===== config.mk =====
export PLATFORM = sky130hd
export DESIGN_NAME = seg7_scan_driver
export DESIGN_NICKNAME = d
export VERILOG_FILES = /design/src/rtl/seg7_scan_driver.sv
export SDC_FILE = /design/constraint.sdc
export NUM_CORES = 1
export LEC_CHECK = 0
export CORE_MARGIN = 1
export CORE_UTILIZATION = 45
export DETAILED_ROUTE_END_ITERATION = 16
export GPL_TIMING_DRIVEN = 0
export PLACE_DENSITY = 0.67
export SLEW_MARGIN = 20
export SYNTH_ARGS = -nofsm -noshare
export SYNTH_HDL_FRONTEND = slang
export SYNTH_SLANG_ARGS = --single-unit

===== constraint.sdc =====
create_clock -name clock -period 6.04 [get_ports clock]
set_clock_uncertainty 0.05 [all_clocks]
set_input_delay 0.906 -clock clock [delete_from_list [all_inputs] [get_ports clock]]
set_output_delay 0.906 -clock clock [all_outputs]
set_load 0.02 [all_outputs]

===== src/rtl/seg7_scan_driver.sv =====
// Four-digit multiplexed 7-segment driver: hex decode, per-digit enable and dp,
// a blanking interval at the start of each slot, and frame-aligned value updates.
module seg7_scan_driver #(
    parameter int REFRESH_DIV  = 50000,
    parameter int BLANK_CYCLES = 500
) (
    input  logic        clock,
    input  logic        reset_n,
    input  logic [15:0] value,
    input  logic        load,
    input  logic [3:0]  dp,
    input  logic [3:0]  digit_en,
    output logic [7:0]  segOutput,
    output logic [3:0]  anodes,
    output logic        frame_tick
);

    localparam int              PW      = (REFRESH_DIV > 1) ? $clog2(REFRESH_DIV) : 1;
    localparam logic [PW-1:0]   P_LAST  = PW'(REFRESH_DIV - 1);
    localparam logic [PW-1:0]   P_BLANK = PW'(BLANK_CYCLES);

    typedef enum logic {
        SLOT_BLANK = 1'b0,
        SLOT_DRIVE = 1'b1
    } slot_e;

    logic [PW-1:0] p_q, p_d;
    logic [1:0]    idx_q, idx_d;
    logic [15:0]   pend_val_q, shad_val_q;
    logic [3:0]    pend_dp_q, shad_dp_q;
    logic          pend_valid_q;
    logic [7:0]    seg_q, seg_d;
    logic [3:0]    an_q, an_d;
    logic          tick_q;

    logic          slot_end, frame_end;
    logic [3:0]    nibble;
    slot_e         slot_d;

    function automatic logic [6:0] hex_decode(input logic [3:0] h);
        logic [6:0] s;
        case (h)
            4'h0: s = 7'h40;  4'h1: s = 7'h79;  4'h2: s = 7'h24;  4'h3: s = 7'h30;
            4'h4: s = 7'h19;  4'h5: s = 7'h12;  4'h6: s = 7'h02;  4'h7: s = 7'h78;
            4'h8: s = 7'h00;  4'h9: s = 7'h10;  4'hA: s = 7'h08;  4'hB: s = 7'h03;
            4'hC: s = 7'h46;  4'hD: s = 7'h21;  4'hE: s = 7'h06;  default: s = 7'h0E;
        endcase
        return s;
    endfunction

    always_comb begin
        slot_end  = (p_q == P_LAST);
        frame_end = slot_end && (idx_q == 2'd3);
        p_d       = slot_end ? '0 : p_q + 1'b1;
        idx_d     = slot_end ? idx_q + 2'd1 : idx_q;
        nibble    = shad_val_q[{idx_q, 2'b00} +: 4];
        // A disabled digit still consumes its slot, keeping the scan rate fixed.
        slot_d    = (p_q >= P_BLANK && digit_en[idx_q]) ? SLOT_DRIVE : SLOT_BLANK;
        an_d      = 4'hF;
        seg_d     = 8'hFF;
        if (slot_d == SLOT_DRIVE) begin
            an_d  = ~(4'b0001 << idx_q);
            seg_d = {~shad_dp_q[idx_q], hex_decode(nibble)};
        end
    end

    always_ff @(posedge clock or negedge reset_n) begin
        if (!reset_n) begin
            p_q          <= '0;
            idx_q        <= 2'd0;
            pend_val_q   <= 16'h0000;
            pend_dp_q    <= 4'b0000;
            pend_valid_q <= 1'b0;
            shad_val_q   <= 16'h0000;
            shad_dp_q    <= 4'b0000;
            seg_q        <= 8'hFF;
            an_q         <= 4'hF;
            tick_q       <= 1'b0;
        end else begin
            p_q    <= p_d;
            idx_q  <= idx_d;
            seg_q  <= seg_d;
            an_q   <= an_d;
            tick_q <= frame_end;
            if (load) begin
                pend_val_q <= value;
                pend_dp_q  <= dp;
            end
            // Shadow only moves on the frame boundary; a coincident load bypasses pending.
            if (frame_end) begin
                pend_valid_q <= 1'b0;
                if (load) begin
                    shad_val_q <= value;
                    shad_dp_q  <= dp;
                end else if (pend_valid_q) begin
                    shad_val_q <= pend_val_q;
                    shad_dp_q  <= pend_dp_q;
                end
            end else if (load) begin
                pend_valid_q <= 1'b1;
            end
        end
    end

    assign segOutput  = seg_q;
    assign anodes     = an_q;
    assign frame_tick = tick_q;

endmodule


==> metrics.txt, run 1 <==
CTS max path bufs 2; share of cells above drive strength 1 0.267; DR DRC count 0; Max Freq between 0.3 and 0.4 GHz; Max Slew Vio Count 0; area share of the largest cell type after synthesis 0.441; Cells after DPL roughly 400; CP arrival between 2 and 3 ns; worst hold path class reg -> reg; R2R Path End segOutput[0]; Storage cell area 1820 µm²; synth-to-layout area growth 20.8%; Final Instance Count excl. Fillers 414; clock buffer count from CTS 9; Syn Inst Count 259; outcome finished clean; Worst Tran Pin Value 0.697 ns; Hold Path Sink p_q[0]; Root Buffer clkbuf_8; starting density of the core 0.467; average wire per standard cell 14.8 µm; first-pass GRT wire length approximately 10000 µm; M1 GR Usage 0.241; vias post-DR 2134; Mapped Nets 298; PortBufs 39; synth top area cells dfrtp_1 44%, dfstp_2 9.3%, mux2_4 8.8%, mux2_2 7.3%, ha_1 4.4%; Max Cap Viol 0; largest family of logic cells by synthesized area multiplexers; crit path cell chain buf_1 > mux4_2 > inv_1 > ha_1 > nor4b_1 > nor3_1 > a22oi_1 > o21ai_0; Final period util 0.433; reg-to-reg setup timing slack 3.43 ns; post-synthesis area per instance 13.1 µm²; power per cell area 217 nW/µm²; final hold violation count 0; Leak Pwr 0.00182 µW; GR peak layer met2; met3 Usage GRT 0.0332; Detailed Place HPWL ~4300 µm; R2R Path Start idx_q[1]; cell family with most CP delay buffers and inverters; hold_sp p_q[0]; Setup crit end kind flop; # setup viols final 0; RSZ-0062 raised after global routing no; cell taking the most area after synthesis dfrtp_1; peak supply drop approximately 0.00014 V; Chip Width 89.0 µm; initial DRC count 93; largest net degree at the start of global routing between 40 and 50; Overall Global Routing Usage 0.178; clk slew on worst S/H paths 0.08 ns; #FFs+latches synth 72; slowest stage delay, CP 0.51 ns; initial antenna violation count 0; I/O pins 40; Yosys Warn Count 0; post-layout min period roughly 2.6 ns; Placer Congestion 0.821; complex-gate fraction of the synthesized area 0.0404; Worst EP required 6.24 ns; cell count along the critical path 8; die area 7920 µm²; vias in the first global route 2096; antenna viol nets, final 0; Crit Path Max Fanout 10; Post-Synthesis Cell Area 3410 µm²; row cnt 31; Post-Synth Simple-Gate Area 0.105; met2 Use GR 0.278; Layout fillers approximately 640; Seq/Total Area, Yosys 0.533; critical path buffer and inverter count 2; H-tree depth 3; Cells on Worst Hold Path 1; Final #Nets 349; grt total ovfl 0; Die Span Y slightly below 90 µm; CTS tree built; post-synthesis adder-cell area fraction 0.0441; DR pass1 iterations 4; Resized Gates After CTS 0; Synth Area in XOR/XNOR 0.0463; Antenna diodes 0; mux share of post-synthesis cell area 0.204; clock latency of the later-clocked register in the worst-skew pair 0.34 ns; setup TNS after final layout 0 ns; area taken by multi-input logic gates 1500 µm²; WS Path Type reg -> reg; slowest CP cell buf_1; Rel. slew slack 0.535; crit path launch type flop; DR vias/cell 5.15; count of cell types in the netlist 39; WL final 6130 µm; Reg2Reg Depth 8; CTS sink cnt a little over 70; Placeable Area 7290 µm²; postcts setup bufs 0; Post-CTS Hold Buffers 0
==> how the worst max path moves through the flow <==
stage                         from            to  slack [ns]
final                     idx_q[1]  segOutput[0]        3.43
after global routing      idx_q[1]  segOutput[0]        3.20
after CTS                 idx_q[1]  segOutput[0]        3.46
after detailed placement      load  shad_dp_q[2]        3.13
after global placement     reset_n       p_q[12]        1.62
after floorplan           idx_q[0]  segOutput[0]        3.95
==> sequential cells by signal, indices dropped and copies added, names as in the netlist, 2 cells and up <==
| register | flops |
|---|---|
| pend_dp_q | 4 |
| shad_val_q | 16 |
| shad_dp_q | 4 |
| pend_val_q | 16 |
| anodes | 4 |
| p_q | 16 |
| segOutput | 8 |
| idx_q | 2 |
==> stage by stage <==
stage,total power (µW),util,area [µm²],worst slack [ns],hold slack (ns)
floorplan,526,-,3410,3.95,0.393
global placement,557,0.538,3920,1.62,0.411
detailed placement,559,0.540,3940,3.13,0.434
CTS,903,0.564,4110,3.46,0.448
global route,933,0.564,4110,3.20,0.459
finish,891,0.564,4110,3.43,0.444
==> cell usage in the layout (no fill, tap or decap), types with 2 or more instances in the layout <==
cell              n
buf_6             2
nand4_1           4
xor2_1            6
nor4_1            3
inv_1            10
xnor2_1          12
ha_1             12
clkbuf_1          7
buf_2             2
o221ai_1          3
o211ai_1          3
a21o_1            2
nor2b_1           2
dfstp_2          12
clkinv_2          2
nor4b_1           4
o21ai_0           7
clkbuf_8         11
clkdlybuf4s50_1  38
dfrtp_1          60
nand3_1           6
mux2_4           20
mux4_2            6
nor3_1            2
a21oi_1           3
nor2_1           15
mux2_2           22
nand2_1          22
==> power breakdown <==
group          internal, µW  total [µW]  switching, µW
clock network           171         342            172
registers               495         498           3.02
logic                  29.0        50.1           21.1
total                   695         891            196
==> cell usage after synthesis, drive strengths merged <==
master,number
dfrtp,60
mux2,42
nand2,22
nor2,15
dfstp,12
ha,12
xnor2,12
inv,10
o21ai,7
mux4,6
nand3,6
xor2,6
buf,5
clkbuf,5
nand4,4
nor4,4
nor4b,4
a21oi,3
o211ai,3
o221ai,3
a21o,2
nor2b,2
nor3,2
or4,2
a22oi,1
and2,1
and3,1
mux2i,1
nand3b,1
nor3b,1
o311ai,1
o31ai,1
or2,1
or4b,1
==> routing by layer <==
metal / share of wire / wire length, µm / up-vias
met5: 0 / 0 / -
met1: 0.47 / 2860 / 1052
li1: - / - / 1012
met3: 0.045 / 279 / 10
met2: 0.47 / 2880 / 60
met4: 0.019 / 115 / 0
==> cells by family (layout without fill, tap and decap cells) <==
kind of cell	Yosys count	count (layout)
muxes	49	49
buffers and inverters	20	76
AOI/OAI and AO/OA	21	21
adders and majority gates	12	12
and+or+nand+nor	67	67
DFF	72	72
xor gates and xnor gates	18	18
==> layout make-up <==
type                    instances  area share
well taps                      99      0.0301
clock buffers                  13      0.0386
repair buffers                 40      0.0991
plain buffers                  10      0.0134
inverters                      10     0.00912
multi-input cells             167       0.364
flip-flops and latches         72       0.442
clock inverters                 3     0.00426
==> worst register-to-register path, stage by stage, from the launching register on <==
cell and delay (ns):
dfrtp_1 0.47, buf_1 0.51, mux4_2 0.41, inv_1 0.11, ha_1 0.28, nor4b_1 0.28
nor3_1 0.09, a22oi_1 0.22, o21ai_0 0.11
Note: power is estimated with default switching activity, not from simulation.
==> run 2, diff against run 1 <==
- clock period: 6.04 -> 2.55 ns (I/O delays scaled with it)
==> run 2 against run 1 <==
Compared with the run above:
- die area unchanged
- critical path depth unchanged
- cell count increased by 0.24%
- setup slack got worse by 3.2 ns
- critical path type unchanged
- highest routed layer unchanged
==> metrics.txt, run 2 (synthesis gave the netlist of run 1 again) <==
Antenna diodes 0; hold_sp p_q[0]; row cnt 31; die area 7920 µm²; reg-to-reg setup timing slack 0.22 ns; Regs by FF count p_q (16), pend_val_q (16), shad_val_q (16); Rel. slew slack 0.535; CTS max path bufs 2; CTS tree built; Worst EP required roughly 2.8 ns; Final Util 0.566; average wire per standard cell 14.8 µm; grt total ovfl 0; slowest CP cell mux4_2; starting density of the core 0.467; R2R Path End segOutput[0]; Final #Nets 350; power per cell area approximately 510 nW/µm²; Layout fillers 638; CP arrival 2.55 ns; Detailed Place HPWL 4320 µm; Worst Tran Pin Value 0.697 ns; power share of the clock group 0.384; critical path buffer and inverter count 2; Final Instance Count excl. Fillers 415; PortBufs 39; slowest stage delay, CP 0.60 ns; Cells after DPL 398; area taken by multi-input logic gates about 1500 µm²; clock buffer count from CTS 9; smallest hold slack 0.444 ns; share of power burned in registers 0.559; Chip Width 89.0 µm; DR pass1 iterations 4; cell family with most CP delay multiplexers; crit path launch type flop; Cells on Worst Hold Path 1; R2R Path Start idx_q[0]; DRT met1 WL between 2000 and 3000 µm; synth-to-layout area growth 21.2%; Comb pwr share 0.057; Max Cap Viol 0; Placement Setup Slack -0.0206 ns; H-tree depth 3; Max Slew Vio Count 0; Storage cell area 1820 µm²; post-layout min period 2.33 ns; antenna viol nets, final 0; postcts setup bufs 0; routed wire length on met3 290 µm; DR DRC count 0; Final period util 0.912; Switching Share 0.220; Switching Power 464 µW; initial DRC count 102; Max Freq roughly 0.43 GHz; first-pass GRT wire length between 10000 and 15000 µm; Setup WS post-layout roughly 0.22 ns; Crit Path Max Fanout 8; Setup crit end kind flop; CTS sink cnt 72; initial antenna violation count 0; peak supply drop 0.000338 V; commonest non-fill, non-tap cell in the layout dfrtp_1; Placer Congestion 0.821; vias in the first global route 2096; vias post-DR 2137; Die Span Y 89.0 µm; Top Layer Used met4; largest net degree at the start of global routing 42; WL final slightly above 6000 µm; Leak Pwr 0.00183 µW; final hold violation count 0; Reg2Reg Depth 8; Hold Path Sink p_q[0]; Overall Global Routing Usage 0.178; commonest non-fill, non-tap cells in the layout 60 x dfrtp_1, 38 x clkdlybuf4s50_1, 22 x mux2_2, 22 x nand2_1, 20 x mux2_4; crit path cell chain clkbuf_4 > mux4_2 > inv_1 > ha_1 > nor4b_1 > nor3_1 > a22oi_1 > o21ai_0; share of cells above drive strength 1 0.269; Root Buffer clkbuf_8; WS Path Type reg -> reg; Internal Pwr Total 1650 µW; # setup viols final 0; RSZ-0062 raised after global routing no; outcome finished clean; DR vias/cell around 5; Placeable Area 7290 µm²; wire length on met2 roughly 2900 µm; clk slew on worst S/H paths 0.08 ns; Critical Path Source idx_q[0]; clock latency of the later-clocked register in the worst-skew pair 0.34 ns; I/O pins 40; worst hold path class reg -> reg
==> run 2: cell count changes in the layout (fill, tap and decap cells not counted), sizes merged <==
cell,delta
buf,-1
clkbuf,+1
dlygate4sd3,+1
==> run 2: worst max path at each step <==
stage	endpoint	slack, ns	depth (start not counted)
after floorplan	segOutput[0]	0.46	8
after global placement	p_q[12]	-1.34	1
after detailed placement	segOutput[0]	-0.02	8
after CTS	segOutput[0]	0.13	8
after global routing	segOutput[0]	0.007	8
final	segOutput[0]	0.22	8
==> run 2: cell type report <==
type                       instances  area share
buffer                            10      0.0142
clock buffer                      13      0.0385
clock inverter                     3     0.00424
inverter                          10     0.00909
multi-input combinational        167       0.363
sequential                        72       0.440
tap                               99      0.0300
timing repair buffer              41       0.101
==> run 2: repair_timing <==
item / CTS / global route
setup endpoints to repair: 1 / 1
endpoints found under the hold margin: 28 / 0
resized for setup: 1 / 1
hold buffers: 1 / 0
==> run 2: metal layers <==
metal,vias to the layer above,global-route usage
li1,1015,-
met1,1047,0.241
met2,65,0.278
met3,10,0.0332
met4,0,0.0866
met5,-,0
==> run 2: power groups by stage <==
stage / clock network (µW) / logic, µW / registers (µW)
global placement: 0 / 117 / 1200
floorplan: 0 / 46.8 / 1200
finish: 811 / 120 / 1180
CTS: 835 / 124 / 1180
global route: 893 / 133 / 1180
detailed placement: 0 / 122 / 1200
==> run 2: stage by stage <==
step                total power [µW]  cell area (µm²)  setup TNS, ns
floorplan                       1250             3410              0
global placement                1320             3920         -86.79
detailed placement              1320             3940        -0.0206
CTS                             2140             4130              0
global route                    2210             4130              0
finish                          2110             4130              0
==> run 3, diff against run 2 <==
- TNS_END_PERCENT: unset -> 1
==> results of run 3 <==
No change in the layout: final DEF, timing and power equal those of run 2.
